### config.mk
export PLATFORM = sky130hd
export DESIGN_NAME = hazard_ctrl_flat
export DESIGN_NICKNAME = d
export VERILOG_FILES = /design/src/rtl/hazard_ctrl_pkg.sv /design/src/rtl/hazard_ctrl_if.sv /design/src/rtl/hazard_ctrl_mdu_seq.sv /design/src/rtl/hazard_ctrl.sv /design/src/flat_wrapper.sv
export SDC_FILE = /design/constraint.sdc
export NUM_CORES = 1
export LEC_CHECK = 0
export ABC_AREA = 1
export CORE_MARGIN = 3
export CORE_UTILIZATION = 51
export CTS_CLUSTER_DIAMETER = 100
export CTS_CLUSTER_SIZE = 8
export DETAILED_ROUTE_END_ITERATION = 16
export PLACE_DENSITY = 0.88
export RECOVER_POWER = 25
export SLEW_MARGIN = 25
export SYNTH_ARGS = -nofsm -noshare
export SYNTH_HDL_FRONTEND = slang
export SYNTH_SLANG_ARGS = --single-unit
### constraint.sdc
create_clock -name clk -period 1.7 [get_ports clk]
set_input_delay 0.34 -clock clk [delete_from_list [all_inputs] [get_ports clk]]
set_output_delay 0.34 -clock clk [all_outputs]
set_load 0.005 [all_outputs]
### src/rtl/hazard_ctrl_pkg.sv
// Shared definitions for the pipeline hazard controller: forwarding-select
// encodings, MDU sequencer state encoding and default parameter values.
package hazard_ctrl_pkg;

  localparam int REG_AW_DEF  = 5;
  localparam int MDU_LAT_DEF = 4;
  localparam int CNT_W_DEF   = 3;

  // EX operand mux select: data_in0 = regfile, data_in1 = WB, data_in2 = MEM.
  typedef enum logic [1:0] {
    FWD_RF  = 2'b00,
    FWD_WB  = 2'b01,
    FWD_MEM = 2'b10
  } fwd_sel_t;

  typedef enum logic {
    MDU_IDLE = 1'b0,
    MDU_BUSY = 1'b1
  } mdu_state_t;

endpackage

### src/rtl/hazard_ctrl_if.sv
// Bundle between the datapath (ID-stage decode in, hazard controls out) and
// the hazard controller.
// Timing contract: there is no valid/ready pair here. The decode fields are
// taken as valid every cycle, and stall_f/stall_d act as the back-pressure
// the datapath must honour on the following rising edge.
interface hazard_ctrl_if
  import hazard_ctrl_pkg::*;
#(
  parameter int REG_AW = REG_AW_DEF
);

  // ID-stage decode
  logic [REG_AW-1:0] rs_d;
  logic [REG_AW-1:0] rt_d;
  logic              use_rs_d;
  logic              use_rt_d;
  logic [REG_AW-1:0] writereg_d;
  logic              regwrite_d;
  logic              memtoreg_d;
  logic              branch_d;
  logic              pcsrc_d;
  logic              mdu_op_d;
  logic              mdu_rd_d;

  // Hazard controls
  logic              stall_f;
  logic              stall_d;
  logic              flush_d;
  logic              flush_e;
  fwd_sel_t          fwd_a_e;
  fwd_sel_t          fwd_b_e;
  logic              fwd_a_d;
  logic              fwd_b_d;
  logic              mdu_busy;

  // Debug visibility of the MDU sequencer state
  mdu_state_t        mdu_state;

  modport master (
    output rs_d, rt_d, use_rs_d, use_rt_d, writereg_d, regwrite_d,
           memtoreg_d, branch_d, pcsrc_d, mdu_op_d, mdu_rd_d,
    input  stall_f, stall_d, flush_d, flush_e, fwd_a_e, fwd_b_e,
           fwd_a_d, fwd_b_d, mdu_busy, mdu_state
  );

  modport slave (
    input  rs_d, rt_d, use_rs_d, use_rt_d, writereg_d, regwrite_d,
           memtoreg_d, branch_d, pcsrc_d, mdu_op_d, mdu_rd_d,
    output stall_f, stall_d, flush_d, flush_e, fwd_a_e, fwd_b_e,
           fwd_a_d, fwd_b_d, mdu_busy, mdu_state
  );

endinterface

### src/rtl/hazard_ctrl_mdu_seq.sv
// MDU busy sequencer: IDLE/BUSY FSM with a countdown. Starts when a mult/div
// sits in EX and stays BUSY for MDU_LAT-1 cycles after that EX cycle.
module hazard_ctrl_mdu_seq
  import hazard_ctrl_pkg::*;
#(
  parameter int MDU_LAT = MDU_LAT_DEF,
  parameter int CNT_W   = CNT_W_DEF
) (
  input  logic       clk,
  input  logic       rst,
  input  logic       start,
  output logic       busy,
  output mdu_state_t state
);

  mdu_state_t       state_next;
  logic [CNT_W-1:0] cnt;
  logic [CNT_W-1:0] cnt_next;

  // State and countdown registers.
  always_ff @(posedge clk) begin
    if (rst) begin
      state <= MDU_IDLE;
      cnt   <= '0;
    end else begin
      state <= state_next;
      cnt   <= cnt_next;
    end
  end

  // Next state: load the countdown on start, leave BUSY once it reaches 1.
  always_comb begin
    state_next = state;
    cnt_next   = cnt;
    case (state)
      MDU_IDLE: begin
        if (start) begin
          state_next = MDU_BUSY;
          cnt_next   = CNT_W'(MDU_LAT - 1);
        end
      end
      MDU_BUSY: begin
        cnt_next = cnt - CNT_W'(1);
        if (cnt == CNT_W'(1)) begin
          state_next = MDU_IDLE;
        end
      end
      default: begin
        state_next = MDU_IDLE;
        cnt_next   = '0;
      end
    endcase
  end

  // Output decode.
  always_comb begin
    busy = (state == MDU_BUSY);
  end

endmodule

### src/rtl/hazard_ctrl.sv
// Hazard controller for the 5-stage MIPS core: keeps a shadow E/M/W copy of
// register-use info, derives EX/ID forwarding selects, load-use, branch and
// MDU stalls, and the F/D/E stall/flush controls.
module hazard_ctrl
  import hazard_ctrl_pkg::*;
#(
  parameter int REG_AW  = REG_AW_DEF,
  parameter int MDU_LAT = MDU_LAT_DEF,
  parameter int CNT_W   = CNT_W_DEF
) (
  input logic           clk,
  input logic           rst,
  hazard_ctrl_if.slave  hz
);

  typedef struct packed {
    logic [REG_AW-1:0] rs;
    logic [REG_AW-1:0] rt;
    logic [REG_AW-1:0] wr;
    logic              regwrite;
    logic              memtoreg;
    logic              mdu_op;
  } e_stage_t;

  typedef struct packed {
    logic [REG_AW-1:0] wr;
    logic              regwrite;
    logic              memtoreg;
  } m_stage_t;

  typedef struct packed {
    logic [REG_AW-1:0] wr;
    logic              regwrite;
  } w_stage_t;

  e_stage_t st_d;
  e_stage_t st_e;
  m_stage_t st_m;
  w_stage_t st_w;

  logic     lwstall;
  logic     brstall;
  logic     mdustall;
  logic     stall;
  logic     mdu_busy;
  fwd_sel_t fwd_a;
  fwd_sel_t fwd_b;

  // Register $0 is hard-wired, so it never produces a dependency.
  function automatic logic hit(input logic [REG_AW-1:0] a,
                               input logic [REG_AW-1:0] b);
    return (a != '0) && (a == b);
  endfunction

  // Gather the ID-stage decode into the shape held by the E shadow.
  always_comb begin
    st_d.rs       = hz.rs_d;
    st_d.rt       = hz.rt_d;
    st_d.wr       = hz.writereg_d;
    st_d.regwrite = hz.regwrite_d;
    st_d.memtoreg = hz.memtoreg_d;
    st_d.mdu_op   = hz.mdu_op_d;
  end

  // Shadow pipeline; a stalled ID instruction becomes a bubble in E.
  always_ff @(posedge clk) begin
    if (rst) begin
      st_e <= '0;
      st_m <= '0;
      st_w <= '0;
    end else begin
      st_e <= stall ? e_stage_t'('0) : st_d;
      st_m <= '{wr: st_e.wr, regwrite: st_e.regwrite, memtoreg: st_e.memtoreg};
      st_w <= '{wr: st_m.wr, regwrite: st_m.regwrite};
    end
  end

  hazard_ctrl_mdu_seq #(
    .MDU_LAT (MDU_LAT),
    .CNT_W   (CNT_W)
  ) u_mdu_seq (
    .clk   (clk),
    .rst   (rst),
    .start (st_e.mdu_op),
    .busy  (mdu_busy),
    .state (hz.mdu_state)
  );

  // EX forwarding: the youngest producer (MEM) wins over WB.
  always_comb begin
    fwd_a = FWD_RF;
    fwd_b = FWD_RF;
    if (st_m.regwrite && hit(st_e.rs, st_m.wr))      fwd_a = FWD_MEM;
    else if (st_w.regwrite && hit(st_e.rs, st_w.wr)) fwd_a = FWD_WB;
    if (st_m.regwrite && hit(st_e.rt, st_m.wr))      fwd_b = FWD_MEM;
    else if (st_w.regwrite && hit(st_e.rt, st_w.wr)) fwd_b = FWD_WB;
  end

  // Stall sources: load-use, branch operand not ready in ID, MDU in flight.
  always_comb begin
    lwstall  = st_e.memtoreg &&
               ((hz.use_rs_d && hit(hz.rs_d, st_e.wr)) ||
                (hz.use_rt_d && hit(hz.rt_d, st_e.wr)));
    brstall  = hz.branch_d &&
               ((st_e.regwrite && (hit(hz.rs_d, st_e.wr) || hit(hz.rt_d, st_e.wr))) ||
                (st_m.memtoreg && (hit(hz.rs_d, st_m.wr) || hit(hz.rt_d, st_m.wr))));
    mdustall = mdu_busy && (hz.mdu_op_d || hz.mdu_rd_d);
    stall    = lwstall || brstall || mdustall;
  end

  // Drive the control outputs; a stalled branch defers its flush.
  always_comb begin
    hz.stall_f  = stall;
    hz.stall_d  = stall;
    hz.flush_e  = stall;
    hz.flush_d  = hz.pcsrc_d && !stall;
    hz.fwd_a_e  = fwd_a;
    hz.fwd_b_e  = fwd_b;
    hz.fwd_a_d  = st_m.regwrite && hit(hz.rs_d, st_m.wr);
    hz.fwd_b_d  = st_m.regwrite && hit(hz.rt_d, st_m.wr);
    hz.mdu_busy = mdu_busy;
  end

endmodule

### src/flat_wrapper.sv
// flat-port wrapper written by rule: the top's interface ports become plain ports
module hazard_ctrl_flat import hazard_ctrl_pkg::*;
#(
  parameter int REG_AW  = REG_AW_DEF,
  parameter int MDU_LAT = MDU_LAT_DEF,
  parameter int CNT_W   = CNT_W_DEF
)
  (clk, rst, hz_rs_d, hz_rt_d, hz_use_rs_d, hz_use_rt_d, hz_writereg_d, hz_regwrite_d, hz_memtoreg_d, hz_branch_d, hz_pcsrc_d, hz_mdu_op_d, hz_mdu_rd_d, hz_stall_f, hz_stall_d, hz_flush_d, hz_flush_e, hz_fwd_a_e, hz_fwd_b_e, hz_fwd_a_d, hz_fwd_b_d, hz_mdu_busy, hz_mdu_state);
  hazard_ctrl_if #(.REG_AW(REG_AW)) hz_i ();
  input logic clk;
  input logic rst;
  input wire logic [$bits(hz_i.rs_d)-1:0] hz_rs_d;
  input wire logic [$bits(hz_i.rt_d)-1:0] hz_rt_d;
  input wire logic [$bits(hz_i.use_rs_d)-1:0] hz_use_rs_d;
  input wire logic [$bits(hz_i.use_rt_d)-1:0] hz_use_rt_d;
  input wire logic [$bits(hz_i.writereg_d)-1:0] hz_writereg_d;
  input wire logic [$bits(hz_i.regwrite_d)-1:0] hz_regwrite_d;
  input wire logic [$bits(hz_i.memtoreg_d)-1:0] hz_memtoreg_d;
  input wire logic [$bits(hz_i.branch_d)-1:0] hz_branch_d;
  input wire logic [$bits(hz_i.pcsrc_d)-1:0] hz_pcsrc_d;
  input wire logic [$bits(hz_i.mdu_op_d)-1:0] hz_mdu_op_d;
  input wire logic [$bits(hz_i.mdu_rd_d)-1:0] hz_mdu_rd_d;
  output wire logic [$bits(hz_i.stall_f)-1:0] hz_stall_f;
  output wire logic [$bits(hz_i.stall_d)-1:0] hz_stall_d;
  output wire logic [$bits(hz_i.flush_d)-1:0] hz_flush_d;
  output wire logic [$bits(hz_i.flush_e)-1:0] hz_flush_e;
  output wire logic [$bits(hz_i.fwd_a_e)-1:0] hz_fwd_a_e;
  output wire logic [$bits(hz_i.fwd_b_e)-1:0] hz_fwd_b_e;
  output wire logic [$bits(hz_i.fwd_a_d)-1:0] hz_fwd_a_d;
  output wire logic [$bits(hz_i.fwd_b_d)-1:0] hz_fwd_b_d;
  output wire logic [$bits(hz_i.mdu_busy)-1:0] hz_mdu_busy;
  output wire logic [$bits(hz_i.mdu_state)-1:0] hz_mdu_state;
  assign hz_i.rs_d = hz_rs_d;
  assign hz_i.rt_d = hz_rt_d;
  assign hz_i.use_rs_d = hz_use_rs_d;
  assign hz_i.use_rt_d = hz_use_rt_d;
  assign hz_i.writereg_d = hz_writereg_d;
  assign hz_i.regwrite_d = hz_regwrite_d;
  assign hz_i.memtoreg_d = hz_memtoreg_d;
  assign hz_i.branch_d = hz_branch_d;
  assign hz_i.pcsrc_d = hz_pcsrc_d;
  assign hz_i.mdu_op_d = hz_mdu_op_d;
  assign hz_i.mdu_rd_d = hz_mdu_rd_d;
  assign hz_stall_f = hz_i.stall_f;
  assign hz_stall_d = hz_i.stall_d;
  assign hz_flush_d = hz_i.flush_d;
  assign hz_flush_e = hz_i.flush_e;
  assign hz_fwd_a_e = hz_i.fwd_a_e;
  assign hz_fwd_b_e = hz_i.fwd_b_e;
  assign hz_fwd_a_d = hz_i.fwd_a_d;
  assign hz_fwd_b_d = hz_i.fwd_b_d;
  assign hz_mdu_busy = hz_i.mdu_busy;
  assign hz_mdu_state = hz_i.mdu_state;
  hazard_ctrl #(.REG_AW(REG_AW), .MDU_LAT(MDU_LAT), .CNT_W(CNT_W)) u_core (.clk(clk), .rst(rst), .hz(hz_i));
endmodule
==> impl_results.md, run 1 <==
* Clock transition at path regs at 0.11 ns
* F_max at 473 MHz
* Die area at 4280 um^2
* Largest fanout on the critical path at 5
* Sinks on the clock net at 35
* CTS tree: done
* Routed WL at 6090 um
* Commonest non-fill, non-tap cell in the layout: nand2_1
* Wire length per cell at 16.3 um
* Status: finished with violations
* Cells after Synth at 253
* Most frequent CP cell: nand2_1
* Worst Path Arrival at 1.77 ns
* Routability cong. at 0.933
* Worst rel slew slack at 43.5%
* Yosys cell types at 27
* Total Power at 0.00190 W
* Cell area after synthesis at 1800 um^2
* Worst path cell trace: inv_2 > nand2_1 > nand3_1 > nor2_1 > nand2_1 > nand2_1 > nand2_1 > nand2_1 > nand2_2 > nand2_4 > nor2_2 > buf_2
* PortBufs at 36
* Worst r2r src: u_core.st_e[4]
* Antenna-violating nets left at 0
* CP required at 1.36 ns
* DIE WIDTH at 65.4 um
* Measured slew at the worst slew-check pin at 0.847 ns
* Core Area at 3200 um^2
* Vias in the first global route at 1,855
* Synth area leaders: dfxtp_1 (39%), nand2_1 (10%), inv_1 (10%)
* # diodes at 0
* Starting Density at 56.3%
* WP buf/inv at 2
* Synth Warn # at 0
* DRC errors left at 0
* Worst hold start: hz_rs_d[0]
* Maximum vdd drop at 558 uV
* Hold Crit Class: in2reg
* Total GRT Usage at 26.2%
* Die Y at 65.4 um
* First-pass GRT wire length at 8440 um
* Failing checks: setup timing
* Final worst path period share at 124%
* Largest net degree at the start of global routing at 17
* Crit path from: u_core.st_m[5]
* Total gr overflow at 0
* Final worst setup slack at -0.413 ns
* Yosys top cell area share at 38.9%
* Cell taking the most area after synthesis: dfxtp_1
* Final setup violation count at 18
* Worst skew pair latency at 0.36 ns
* Pwr per Cell Area at 697 nW/um^2
* Vias post-DR at 2,052
* Hold Fails Final Rpt at 0
* Period minus WS final at 2.11 ns
* Synthesized flop and latch total at 35
* Detail-routed via count per cell at 5.49
* Area Overhead vs Synth at 51.7%
* Cell Rows at 20
* Iter 0 DRT Violations at 232
* DPL Wire Length at 3410 um
* Slowest CP cell: dfxtp_2
* CTS Buf Count at 5
* Setup Total Neg Slack at -3.40 ns
* Fin Clk Skew at 0.00978 ns
* Max Cap Violations at 0
* CTS Hold Buffers Added at 0
* Most frequent cells in the layout: nand2_1 (43), inv_1 (41), nor2_1 (35), buf_4 (30), dfxtp_1 (21)
* Nets@finish at 356
* CP Class: reg2out
* Layout cells sized above 1 at 37.6%
* RSZ-0062 raised after global routing: yes
* Filler instances at 176
* Net Count, Synth at 280
* Startpoint types: register
* Pleak at 1.38 nW
* Final-report max-slew violation count at 0
* Mean area per synthesized cell at 7.12 um^2
* DRT Pass-1 Iters at 5
* Clock Tree Root: clkbuf_4
* Worst setup EP type: output pin
* Register area share after synthesis at 38.9%
* IO Count at 37
* Initial antenna violation count at 0
* Critical path's top delay family: simple AND/OR/NAND/NOR gates
* CTS max path bufs at 2
* Worst path max stage delay at 0.39 ns
* H-tree depth at 2
[power breakdown]
group	switching, W	internal [W]	leakage (nW)	total, W
combinational	0.000263	0.000257	1.05	0.000520
clock	0.000299	0.000161	0.0293	0.000460
sequential	0.0000562	0.000868	0.296	0.000924
[final cells by class]
type                    instances  area (um^2)  share of cell area (%)
clock inverters                 1         5.00                   0.183
clock buffers                   7         45.0                    1.65
flip-flops and latches         35          736                    26.9
repair buffers                 76          669                    24.5
inverters                      51          191                    7.01
well taps                      44         55.1                    2.01
multi-input cells             160         1030                    37.7
[repair_timing]
action                                  in CTS  in global routing
gates resized for setup                     83                 49
buffers inserted                             4                  4
pin swaps                                   19                 31
endpoints found under the setup margin      28                 18
gates cloned                                 0                  1
[worst min-delay path, stage by stage]
cell and delay, ns:
clkbuf_2 0.13, inv_1 0.08, buf_4 0.10, nor2_1 0.03
[synth_stat cells, drive strengths merged]
master	n
inv	51
nor4	5
a221oi	4
a311oi	1
nand2	50
xnor2	8
nand3	10
a211oi	1
ha	2
clkbuf	2
a21oi	3
nand4	2
dfxtp	35
or2	1
xor2	12
buf	5
o21ai	3
o22ai	4
o211ai	1
nor2	53
[flip-flops by register name (all words and copies together) (netlist names)]
name                   cells
u_core.st_e               18
u_core.st_m                7
u_core.st_w                6
u_core.u_mdu_seq.busy      1
u_core.u_mdu_seq.cnt       3
[logic make-up (layout without fill, tap and decap cells)]
family | count (synthesis) | after routing | synth area share [%]
compound gates | 17 | 17 | 6.94
buf+inv | 58 | 135 | 13.5
simple gates | 121 | 121 | 29.5
fa+ha+maj | 2 | 2 | 1.39
flops | 35 | 35 | 38.9
xor+xnor | 20 | 20 | 9.72
[final timing paths]
path,to,slack [ns],cells after the start
setup / recovery,hz_flush_d,-0.41,12
setup reg to reg,u_core.st_e[15],-0.03,11
hold reg to reg,u_core.st_m[1],0.44,2
hold / removal,u_core.st_e[13],0.34,4
[per-layer routing]
metal | track usage, % | vias to the layer above | share of wire, %
li1 | - | 916 | -
met1 | 29.8 | 924 | 38
met2 | 43.2 | 158 | 48
met3 | 6.84 | 54 | 8.8
met4 | 17.1 | 0 | 6.1
met5 | 0 | - | 0
[through the flow]
stage               hold slack [ns]  cells  setup WS (ns)  area (um^2)  util [%]
floorplan                     0.403    253          0.163         1800         -
global placement              0.427    362         -0.826         2460      76.8
detailed placement            0.425    362         -0.912         2460      76.8
CTS                           0.415    373         -0.366         2560      80.1
global route                  0.361    374         -0.538         2730      85.3
finish                        0.338    374         -0.413         2730      85.3
(Power assumes the default switching activity.)
==> inputs of run 2 (changes only) <==
--- a/config.mk
+++ b/config.mk
@@ -7,11 +7,12 @@
 export LEC_CHECK = 0
 export ABC_AREA = 1
 export CORE_MARGIN = 3
-export CORE_UTILIZATION = 51
+export CORE_UTILIZATION = 53
+export CTS_BUF_LIST = sky130_fd_sc_hd__clkbuf_8
 export CTS_CLUSTER_DIAMETER = 100
 export CTS_CLUSTER_SIZE = 8
 export DETAILED_ROUTE_END_ITERATION = 16
-export PLACE_DENSITY = 0.88
+export PLACE_DENSITY = 0.9
 export RECOVER_POWER = 25
 export SLEW_MARGIN = 25
 export SYNTH_ARGS = -nofsm -noshare
==> impl_results.md, run 2 (synthesis results as in run 1) <==
* Status: finished with violations
* Failing checks: DRC, setup timing
* Setup WS pre-CTS at -0.959 ns (-0.0473 ns)
* Final-report max-slew violation count at 0 (unchanged)
* Top Registers: u_core.st_e: 18 flops, u_core.st_m: 7 flops, u_core.st_w: 6 flops
* Worst rel slew slack at 45.2% (+1.6 points)
* First-pass GRT wire length at 9050 um (+7.3%)
* DIE WIDTH at 64.3 um (-1.7%)
* Final worst path period share at 124% (-0.64 points)
* CP Class: reg2out
* Die area at 4140 um^2 (-3.4%)
* DRC errors left at 1 (+1)
* Vias in the first global route at 1,958 (+5.6%)
* Largest net degree at the start of global routing at 17 (unchanged)
* Starting Density at 57.1% (+0.89 points)
* Final worst setup slack at -0.402 ns (+0.0108 ns)
* Final setup violation count at 28 (+10)
* Dpl cells at 362 (unchanged)
* CTS tree: done
* CTS Hold Buffers Added at 0 (unchanged)
* # diodes at 0 (unchanged)
* Hold Fails Final Rpt at 0 (unchanged)
* Detail-routed via count per cell at 5.65 (+3.0%)
* Die Y at 64.3 um (-1.7%)
* Total gr overflow at 0 (unchanged)
* Most frequent cells in the layout: inv_1 (39), nand2_1 (37), buf_4 (36), nor2_1 (31), dfxtp_1 (21)
* CTS max path bufs at 2 (unchanged)
* Area Overhead vs Synth at 60.4%
* PortBufs at 36 (unchanged)
* Hold Crit Class: in2reg
* Total GRT Usage at 29.1% (+2.9 points)
* Hold endpoint: u_core.st_e[10]
* Worst hold start: hz_rt_d[2]
* Clock Tree Root: clkbuf_8
* Worst setup EP type: output pin
* Wire length per cell at 19.6 um (+21%)
* Placed instance area at 2460 um^2 (unchanged)
* Design area at 2890 um^2 (+5.8%)
* Clock transition at path regs at 0.07 ns (-0.04 ns)
* R2R setup slack at -0.31 ns (-0.28 ns)
* Filler instances at 126 (-28%)
* Measured slew at the worst slew-check pin at 0.822 ns (-0.0247 ns)
* Core Area at 3150 um^2 (-1.6%)
* Layout cells sized above 1 at 46.1% (+8.6 points)
* H-tree depth at 2 (unchanged)
* IO Count at 37 (unchanged)
* Startpoint types: register
* Max reg flops at 18 (unchanged)
* Maximum vdd drop at 589 uV (+5.6%)
* Routed WL at 7460 um (+22%)
* DRT Pass-1 Iters at 12 (+7)
* Pleak at 1.41 nW (+2.8%)
* Cell Rows at 20 (unchanged)
* Vias post-DR at 2,148 (+4.7%)
* Setup Total Neg Slack at -7.35 ns (-3.95 ns)
* Worst R2R End: u_core.st_e[9]
* Fin cells at 380 (+1.6%)
* Antenna-violating nets left at 0 (unchanged)
* Period minus WS final at 2.10 ns (-0.0108 ns)
* Worst skew pair latency at 0.29 ns (-0.07 ns)
* Worst reg2reg path depth at 14 (+3)
* Sinks on the clock net at 35 (unchanged)
* CP required at 1.36 ns (about the same)
* CTS Buf Count at 5 (unchanged)
* DPL Wire Length at 3600 um (+5.6%)
* Pwr per Cell Area at 749 nW/um^2 (+7.5%)
* Initial antenna violation count at 0 (unchanged)
* Routability cong. at 0.957 (+2.6%)
* Register bank with the most flops: u_core.st_e
* Max Cap Violations at 0 (unchanged)
* RSZ-0062 raised after global routing: yes
* Total Power at 0.00217 W (+14%)
* Worst Path Arrival at 1.76 ns (about the same)
* F_max at 476 MHz (+0.52%)
* Largest fanout on the critical path at 5 (unchanged)
* Fin Clk Skew at 0.00434 ns (-0.00545 ns)
* Worst r2r src: u_core.st_m[3]
* Iter 0 DRT Violations at 292 (+26%)
* Hold path cells at 4 (unchanged)
* Commonest non-fill, non-tap cell in the layout: inv_1
* Nets@finish at 362 (+1.7%)
run 2: cell types whose count changed in the layout (fill, tap and decap cells not counted), sizes merged, moves of 2 or more:
cell and change:
clkbuf +3, buf +7, dlygate4sd2 -6, clkdlybuf4s50 +2
run 2: cell type report:
cell class | instances | area [um^2] | area share, %
clock inverters | 1 | 3.75 | 0.130
clock buffers | 7 | 96.3 | 3.33
multi-input cells | 160 | 1130 | 39.0
well taps | 44 | 55.1 | 1.90
flip-flops and latches | 35 | 733 | 25.4
repair buffers | 82 | 676 | 23.4
inverters | 51 | 199 | 6.88
run 2: power by group:
part           total [W]  leakage (nW)  internal [W]  switching, W
sequential      0.000937         0.295      0.000869     0.0000682
clock           0.000661        0.0557      0.000364      0.000297
combinational   0.000567          1.06      0.000269      0.000298
total            0.00217          1.41       0.00150      0.000664
run 2: worst max path at each step:
stage | startpoint | to | slack, ns | cells past startpoint
after floorplan | u_core.st_m[6] | hz_stall_d | 0.16 | 12
after global placement | hz_rt_d[1] | hz_stall_d | -0.83 | 12
after detailed placement | hz_rt_d[1] | hz_flush_d | -0.96 | 13
after CTS | u_core.st_e[13] | hz_fwd_a_e[0] | -0.32 | 8
after global routing | hz_rt_d[0] | hz_flush_d | -0.47 | 12
final | u_core.st_m[3] | hz_flush_d | -0.40 | 11
run 2: worst max-delay path, cell delays in order (launching register included):
cell	delay [ns]
dfxtp_4	0.40
xnor2_2	0.12
nand2_1	0.07
nor2_1	0.17
nand2_1	0.15
nand2_1	0.10
nand2_1	0.07
nand2_2	0.08
nand2_4	0.06
nand2_4	0.09
nor2_4	0.04
buf_6	0.11
run 2: repair_timing:
action / in CTS / in global routing
pin swaps: 16 / 36
endpoints found under the setup margin: 28 / 30
setup buffers: 7 / 5
resized for setup: 91 / 75
hold endpoints to repair: 0 / 0
run 2: layer usage:
layer	vias up	track usage (%)	share of wire [%]
met5	-	0	0
met1	986	32.0	35
li1	930	-	-
met4	0	17.9	7.2
met3	53	6.50	8.8
met2	179	50.4	49
run 2: stage by stage:
| stage | utilization [%] | hold WS (ns) |
|---|---|---|
| after floorplan | - | 0.403 |
| after global placement | 78.0 | 0.427 |
| after detailed placement | 78.0 | 0.428 |
| after CTS | 84.2 | 0.435 |
| after global routing | 91.7 | 0.432 |
| final | 91.7 | 0.434 |
==> edit 1: new RTL, flow settings as in run 2 <==
`CNT_W_DEF`: 3 -> 6.
--- a/src/rtl/hazard_ctrl_pkg.sv
+++ b/src/rtl/hazard_ctrl_pkg.sv
@@ -4,7 +4,7 @@
 
   localparam int REG_AW_DEF  = 5;
   localparam int MDU_LAT_DEF = 4;
-  localparam int CNT_W_DEF   = 3;
+  localparam int CNT_W_DEF   = 6;
 
   // EX operand mux select: data_in0 = regfile, data_in1 = WB, data_in2 = MEM.
   typedef enum logic [1:0] {
Formal check against the unedited RTL: no difference found for any inputs over 10 cycles, from zero or initial values and one cycle with rst high; that may be too few to reach the edited logic, so the function may still have changed.
==> edit 1 against run 2 <==
- the flow finishes with violations (setup timing)
- first-iteration DRC count down 53%
- die area is 6.0% higher
- critical path type is now flop to flop
- final area is 2.4% higher
- register-to-register slack worse by 0.03 ns
- setup slack improved by 0.059 ns
- non-clock buffer count grew 1
- sequential cell count increased by 3
- routed wire length shrank 15%
- clock power decreased by 12%
- via count shrank 4.6%
- sequential power is 7% higher
- global-route usage is 3.6 points lower
- total power hardly changed
- area after synthesis increased by 6.6%
==> edit 1: results (changes against run 2) <==
| Metric | Value |
|---|---|
| Result of the run | `complete, but fails checks (unchanged)` |
| Violated checks | `setup timing (was DRC, setup timing)` |
| Power consumed by sequential cells | `1000 uW (was 937 uW)` |
| Leakage power summed over all cells | `0.00141 uW (about the same)` |
| Slew at the pin closest to its max-slew limit | `0.846 ns (was 0.822 ns)` |
| Leading registers by flop count | `u_core.st_e (18), u_core.st_m (7) (was u_core.st_e (18), u_core.st_m (7), u_core.st_w (6))` |
| Int Power | `1510 uW (was 1500 uW)` |
| Layout cells sized above 1 | `40.7% (was 46.1%)` |
| Synth top cells by count | `48 x sky130_fd_sc_hd__nand2_1, 47 x sky130_fd_sc_hd__inv_1, 44 x sky130_fd_sc_hd__nor2_1 (was 49 x sky130_fd_sc_hd__nand2_1, 48 x sky130_fd_sc_hd__inv_1, 43 x sky130_fd_sc_hd__nor2_1)` |
| Part of the Yosys area used for sequential elements | `39.6% (was 38.9%)` |
| Placed cell area | `0.00258 mm^2 (was 0.00246 mm^2)` |
| Wire length reported by the detailed router | `6330 um (was 7460 um)` |
| Routability cong. | `0.892 (was 0.957)` |
| Most instantiated flip-flop cell in the synthesis netlist | `sky130_fd_sc_hd__dfxtp_1 (unchanged)` |
| All-layer global routing usage | `25.5% (was 29.1%)` |
| Non-filler instance count after layout | `395 (was 380)` |
| Starting DRC count in detailed routing | `137 (was 292)` |
| Placed Cells | `376 (was 362)` |
| HPWL Detailed | `3570 um (was 3600 um)` |
| Setup slack after layout | `-0.343 ns (was -0.402 ns)` |
| Worst-path fanout max | `6 (was 5)` |
| Antenna violations before repair | `0 (unchanged)` |
| Nets in the synthesized netlist | `293 (was 280)` |
| Vias in the first global route | `1942 (was 1958)` |
| Setup TNS | `-7.68 ns (was -7.35 ns)` |
| Wire length of the first global-routing pass | `8380 um (was 9050 um)` |
| Length of the first detailed-routing pass in iterations | `4 (was 12)` |
| Proportion of power drawn by the clock network | `26.9% (was 30.5%)` |
| Fin. max-slew vios | `0 (unchanged)` |
| Synthesized netlist cell count | `266 (was 253)` |
| Via-to-Cell Ratio | `5.19 (was 5.65)` |
| Setup violation total in the final timing report | `28 (unchanged)` |
| CP Data Arrival Time | `2.24 ns (was 1.76 ns)` |
| Synth area leaders | `sky130_fd_sc_hd__dfxtp_1 40%, sky130_fd_sc_hd__nand2_1 9.4%, sky130_fd_sc_hd__inv_1 9.2%, sky130_fd_sc_hd__nor2_1 8.6%, sky130_fd_sc_hd__xnor2_1 6.8% (was sky130_fd_sc_hd__dfxtp_1 39%, sky130_fd_sc_hd__nand2_1 10%, sky130_fd_sc_hd__inv_1 10%, sky130_fd_sc_hd__nor2_1 9.0%, sky130_fd_sc_hd__xor2_1 5.8%)` |
| Count of inserted antenna diode cells | `0 (unchanged)` |
-- edit 1: cell types whose count changed after synthesis, sizes merged, moves of 2 or more --
cell	run 2	this run
nand4	2	5
o22ai	4	2
xnor2	8	15
inv	51	48
o21ai	3	8
a221oi	4	1
a21oi	3	7
dfxtp	35	38
-- edit 1: logic make-up (layout without fill, tap and decap cells) --
| logic type | Yosys count | in the layout | share of synthesized area, % |
|---|---|---|---|
| simple gates | 124 | 124 | 28.4 |
| buf+inv | 55 | 138 | 11.9 |
| flops | 38 | 38 | 39.6 |
| xor+xnor | 26 | 26 | 11.9 |
| compound gates | 21 | 21 | 6.91 |
| fa+ha+maj | 2 | 2 | 1.30 |
-- edit 1: metal layers --
metal	share of wire [%]	wire, um	GRT usage (%)
met2	52	3280	46.5
met5	0	0	0
met1	38	2390	26.1
met4	4.2	263	12.9
met3	6.2	395	7.48
-- edit 1: layout make-up --
| type | count | area [um^2] |
|---|---|---|
| clock inverter | 2 | 10.0 |
| fill | 172 | 457 |
| clock buffer | 5 | 68.8 |
| timing repair buffer | 83 | 736 |
| sequential | 38 | 785 |
| inverter | 48 | 183 |
| tap | 46 | 57.6 |
| multi-input combinational | 173 | 1120 |
-- edit 1: worst max-delay path, cell delays in order (launching register included) --
cell                        delay (ns)
sky130_fd_sc_hd__dfxtp_2          0.34
sky130_fd_sc_hd__xnor2_1          0.22
sky130_fd_sc_hd__nand2_1          0.10
sky130_fd_sc_hd__nor2_2           0.12
sky130_fd_sc_hd__nand3_1          0.10
sky130_fd_sc_hd__nand2_2          0.10
sky130_fd_sc_hd__a21oi_4          0.07
sky130_fd_sc_hd__buf_4            0.14
sky130_fd_sc_hd__buf_6            0.11
sky130_fd_sc_hd__buf_6            0.11
sky130_fd_sc_hd__buf_6            0.11
sky130_fd_sc_hd__buf_6            0.11
sky130_fd_sc_hd__nand3_4          0.10
sky130_fd_sc_hd__clkbuf_16        0.17
sky130_fd_sc_hd__nor2_1           0.04
-- edit 1: final timing paths --
check,depth (start not counted),endpoint,startpoint,slack [ns]
max reg2reg,14,u_core.st_e[9],u_core.st_e[4],-0.34
max,14,u_core.st_e[9],u_core.st_e[4],-0.34
min,3,u_core.st_e[11],hz_rt_d[3],0.34
min reg2reg,2,u_core.st_m[1],u_core.st_e[2],0.43
-- edit 1: timing repair --
action,4_1_cts,5_1_grt
resized for setup,87,63
hold endpoints to repair,0,0
gates cloned,0,1
buffers inserted,8,8
pin swaps,19,27
setup endpoints to repair,28,28
-- edit 1: stage by stage --
| stage | power (uW) | worst slack, ns |
|---|---|---|
| floorplan | 1250 | 0.147 |
| global placement | 1450 | -0.913 |
| detailed placement | 1460 | -0.964 |
| CTS | 2050 | -0.294 |
| global route | 2250 | -0.489 |
| finish | 2170 | -0.343 |
==> edit 2: new RTL, flow settings as in run 2 <==
Without the edit above. Reset style: asynchronous (`rst`), changed in 2 clocked blocks.
--- a/src/rtl/hazard_ctrl_mdu_seq.sv
+++ b/src/rtl/hazard_ctrl_mdu_seq.sv
@@ -18,7 +18,7 @@
   logic [CNT_W-1:0] cnt_next;
 
   // State and countdown registers.
-  always_ff @(posedge clk) begin
+  always_ff @(posedge clk or posedge rst) begin
     if (rst) begin
       state <= MDU_IDLE;
       cnt   <= '0;
--- a/src/rtl/hazard_ctrl.sv
+++ b/src/rtl/hazard_ctrl.sv
@@ -63,7 +63,7 @@
   end
 
   // Shadow pipeline; a stalled ID instruction becomes a bubble in E.
-  always_ff @(posedge clk) begin
+  always_ff @(posedge clk or posedge rst) begin
     if (rst) begin
       st_e <= '0;
       st_m <= '0;
Formal check against the unedited RTL: differs if rst is asserted again (counterexample within 4 cycles, from zero or initial values and one cycle with rst high); with rst held inactive, the same outputs for 10 cycles.
==> edit 2 against run 2 <==
- the flow finishes with violations (setup timing)
- fmax fell by 15%
- area after synthesis increased by 7.3%
- setup slack worse by 0.36 ns
- sequential cell count stayed put
- routed wire length increased by 23%
- final area up 7.6%
- critical endpoint is now hz_stall_d
Power is not compared: it rests on default switching activity, and its combinational part moved more than twofold at a synthesized area within 25%.
==> edit 2: results (changes against run 2) <==
| Metric | Value |
|---|---|
| Result of the run | `complete, but fails checks (unchanged)` |
| Synth area leaders | `sky130_fd_sc_hd__dfrtp_1 45%, sky130_fd_sc_hd__nand2_1 10%, sky130_fd_sc_hd__inv_1 7.0%, sky130_fd_sc_hd__xnor2_1 6.3%, sky130_fd_sc_hd__nor2_2 6.1% (was sky130_fd_sc_hd__dfxtp_1 39%, sky130_fd_sc_hd__nand2_1 10%, sky130_fd_sc_hd__inv_1 10%, sky130_fd_sc_hd__nor2_1 9.0%, sky130_fd_sc_hd__xor2_1 5.8%)` |
| Worst-path fanout max | `3 (was 5)` |
| Placed Cells | `338 (was 362)` |
| Length of the first detailed-routing pass in iterations | `7 (was 12)` |
| Average routed wire per standard cell | `24.8 um (was 19.6 um)` |
| Synthesized-area fraction occupied by ao, oa, aoi and oai cells | `5.05% (was 6.94%)` |
| Async S/R FF share, synth | `100% (was 0%)` |
| Startpoint of the worst hold path | `u_core.st_m[1] (was hz_rt_d[2])` |
| Vias in the first global route | `2321 (was 1958)` |
| Most instantiated flip-flop cell in the synthesis netlist | `sky130_fd_sc_hd__dfrtp_1 (was sky130_fd_sc_hd__dfxtp_1)` |
| Worst Hold Path Cells | `0 (was 4)` |
| Number of different library cells in the post-synthesis netlist | `29 (was 27)` |
| Starting DRC count in detailed routing | `444 (was 292)` |
| Wire length of the first global-routing pass | `12300 um (was 9050 um)` |
| Crit Reg-Reg Endpoint | `u_core.st_e[6] (was u_core.st_e[9])` |
| Endpoint of the worst hold-timing path | `u_core.st_w[0] (was u_core.st_e[10])` |
| Type of the most critical hold path | `flop to flop (was input pin to flop)` |
| Violated checks | `setup timing (was DRC, setup timing)` |
| Layout cells sized above 1 | `48.0% (was 46.1%)` |
| HPWL Detailed | `3530 um (was 3600 um)` |
| Layout Skew | `0.0144 ns (was 0.00434 ns)` |
| Synth top cells by count | `53 x sky130_fd_sc_hd__nand2_1, 36 x sky130_fd_sc_hd__inv_1, 35 x sky130_fd_sc_hd__dfrtp_1 (was 49 x sky130_fd_sc_hd__nand2_1, 48 x sky130_fd_sc_hd__inv_1, 43 x sky130_fd_sc_hd__nor2_1)` |
| Non-filler instance count after layout | `371 (was 380)` |
| Setup violation total in the final timing report | `28 (unchanged)` |
| Worst slack at placement | `-0.991 ns (was -0.959 ns)` |
| Maximum number of pins on one net before global-route repair | `36 (was 17)` |
| Detailed route wirelength on metal3 | `1110 um (was 655 um)` |
| Setup slack after layout | `-0.761 ns (was -0.402 ns)` |
| Reg2reg start | `u_core.st_m[5] (was u_core.st_m[3])` |
| Slack of the worst reg-to-reg path | `-0.66 ns (was -0.31 ns)` |
==> edit 2: through the flow <==
step	setup TNS, ns	area, um^2
final	-16.37	3110
after global routing	-18.52	3110
after CTS	-10.81	3010
after detailed placement	-16.49	2500
after global placement	-14.76	2500
after floorplan	0	1930
==> edit 2: cell type report <==
cell class | instances | area (um^2)
Multi-Input combinational cell | 152 | 1090
Timing Repair Buffer | 88 | 815
Clock inverter | 2 | 37.5
Tap cell | 46 | 57.6
Inverter | 43 | 163
Fill cell | 117 | 305
Sequential cell | 35 | 883
Clock buffer | 5 | 68.8
==> edit 2: cells by family after synthesis <==
family,count (synthesis)
adders and majority gates,2
buffers and inverters,48
xor gates and xnor gates,23
DFF,35
AOI/OAI and AO/OA,13
and+or+nand+nor,114
==> edit 2: how the worst max path moves through the flow <==
stage                 endpoint  slack, ns            from
floorplan           hz_stall_d       0.02  u_core.st_m[4]
global placement    hz_flush_d      -0.96      hz_rs_d[1]
detailed placement  hz_flush_d      -0.99      hz_rs_d[1]
CTS                 hz_stall_d      -0.53  u_core.st_e[7]
global route        hz_flush_d      -0.84  u_core.st_m[6]
finish              hz_stall_d      -0.76  u_core.st_m[4]
==> edit 2: metal layers <==
metal / track usage [%] / vias to the layer above
li1: - / 890
met1: 42.5 / 1070
met2: 65.9 / 262
met3: 11.2 / 105
met4: 28.2 / 0
met5: 0 / -
==> edit 2: power groups by stage <==
stage	Combinational, uW	Clock, uW	Sequential [uW]
4_1_cts	1830	728	1250
2_1_floorplan	774	0	1230
5_1_grt	2270	785	1320
3_5_place_dp	1230	0	1260
6_report	2180	753	1330
3_3_place_gp	1180	0	1240
==> edit 2: repair_timing <==
| item | in CTS | in global routing |
|---|---|---|
| pin swaps | 31 | 22 |
| buffers inserted | 27 | 4 |
| resized for setup | 119 | 35 |
| endpoints found under the setup margin | 28 | 30 |
| gates cloned | 1 | 0 |
==> edit 2: critical path, stage by stage (launching register included) <==
cell and delay (ns):
sky130_fd_sc_hd__dfrtp_1 0.44, sky130_fd_sc_hd__xnor2_1 0.31, sky130_fd_sc_hd__nand2_1 0.13, sky130_fd_sc_hd__nor2_2 0.14
sky130_fd_sc_hd__nand2_2 0.09, sky130_fd_sc_hd__nand2_1 0.10, sky130_fd_sc_hd__nand2_1 0.07, sky130_fd_sc_hd__nand2_2 0.09
sky130_fd_sc_hd__nand2_2 0.07, sky130_fd_sc_hd__nand2_4 0.08, sky130_fd_sc_hd__buf_6 0.10, sky130_fd_sc_hd__buf_6 0.10
sky130_fd_sc_hd__buf_6 0.09
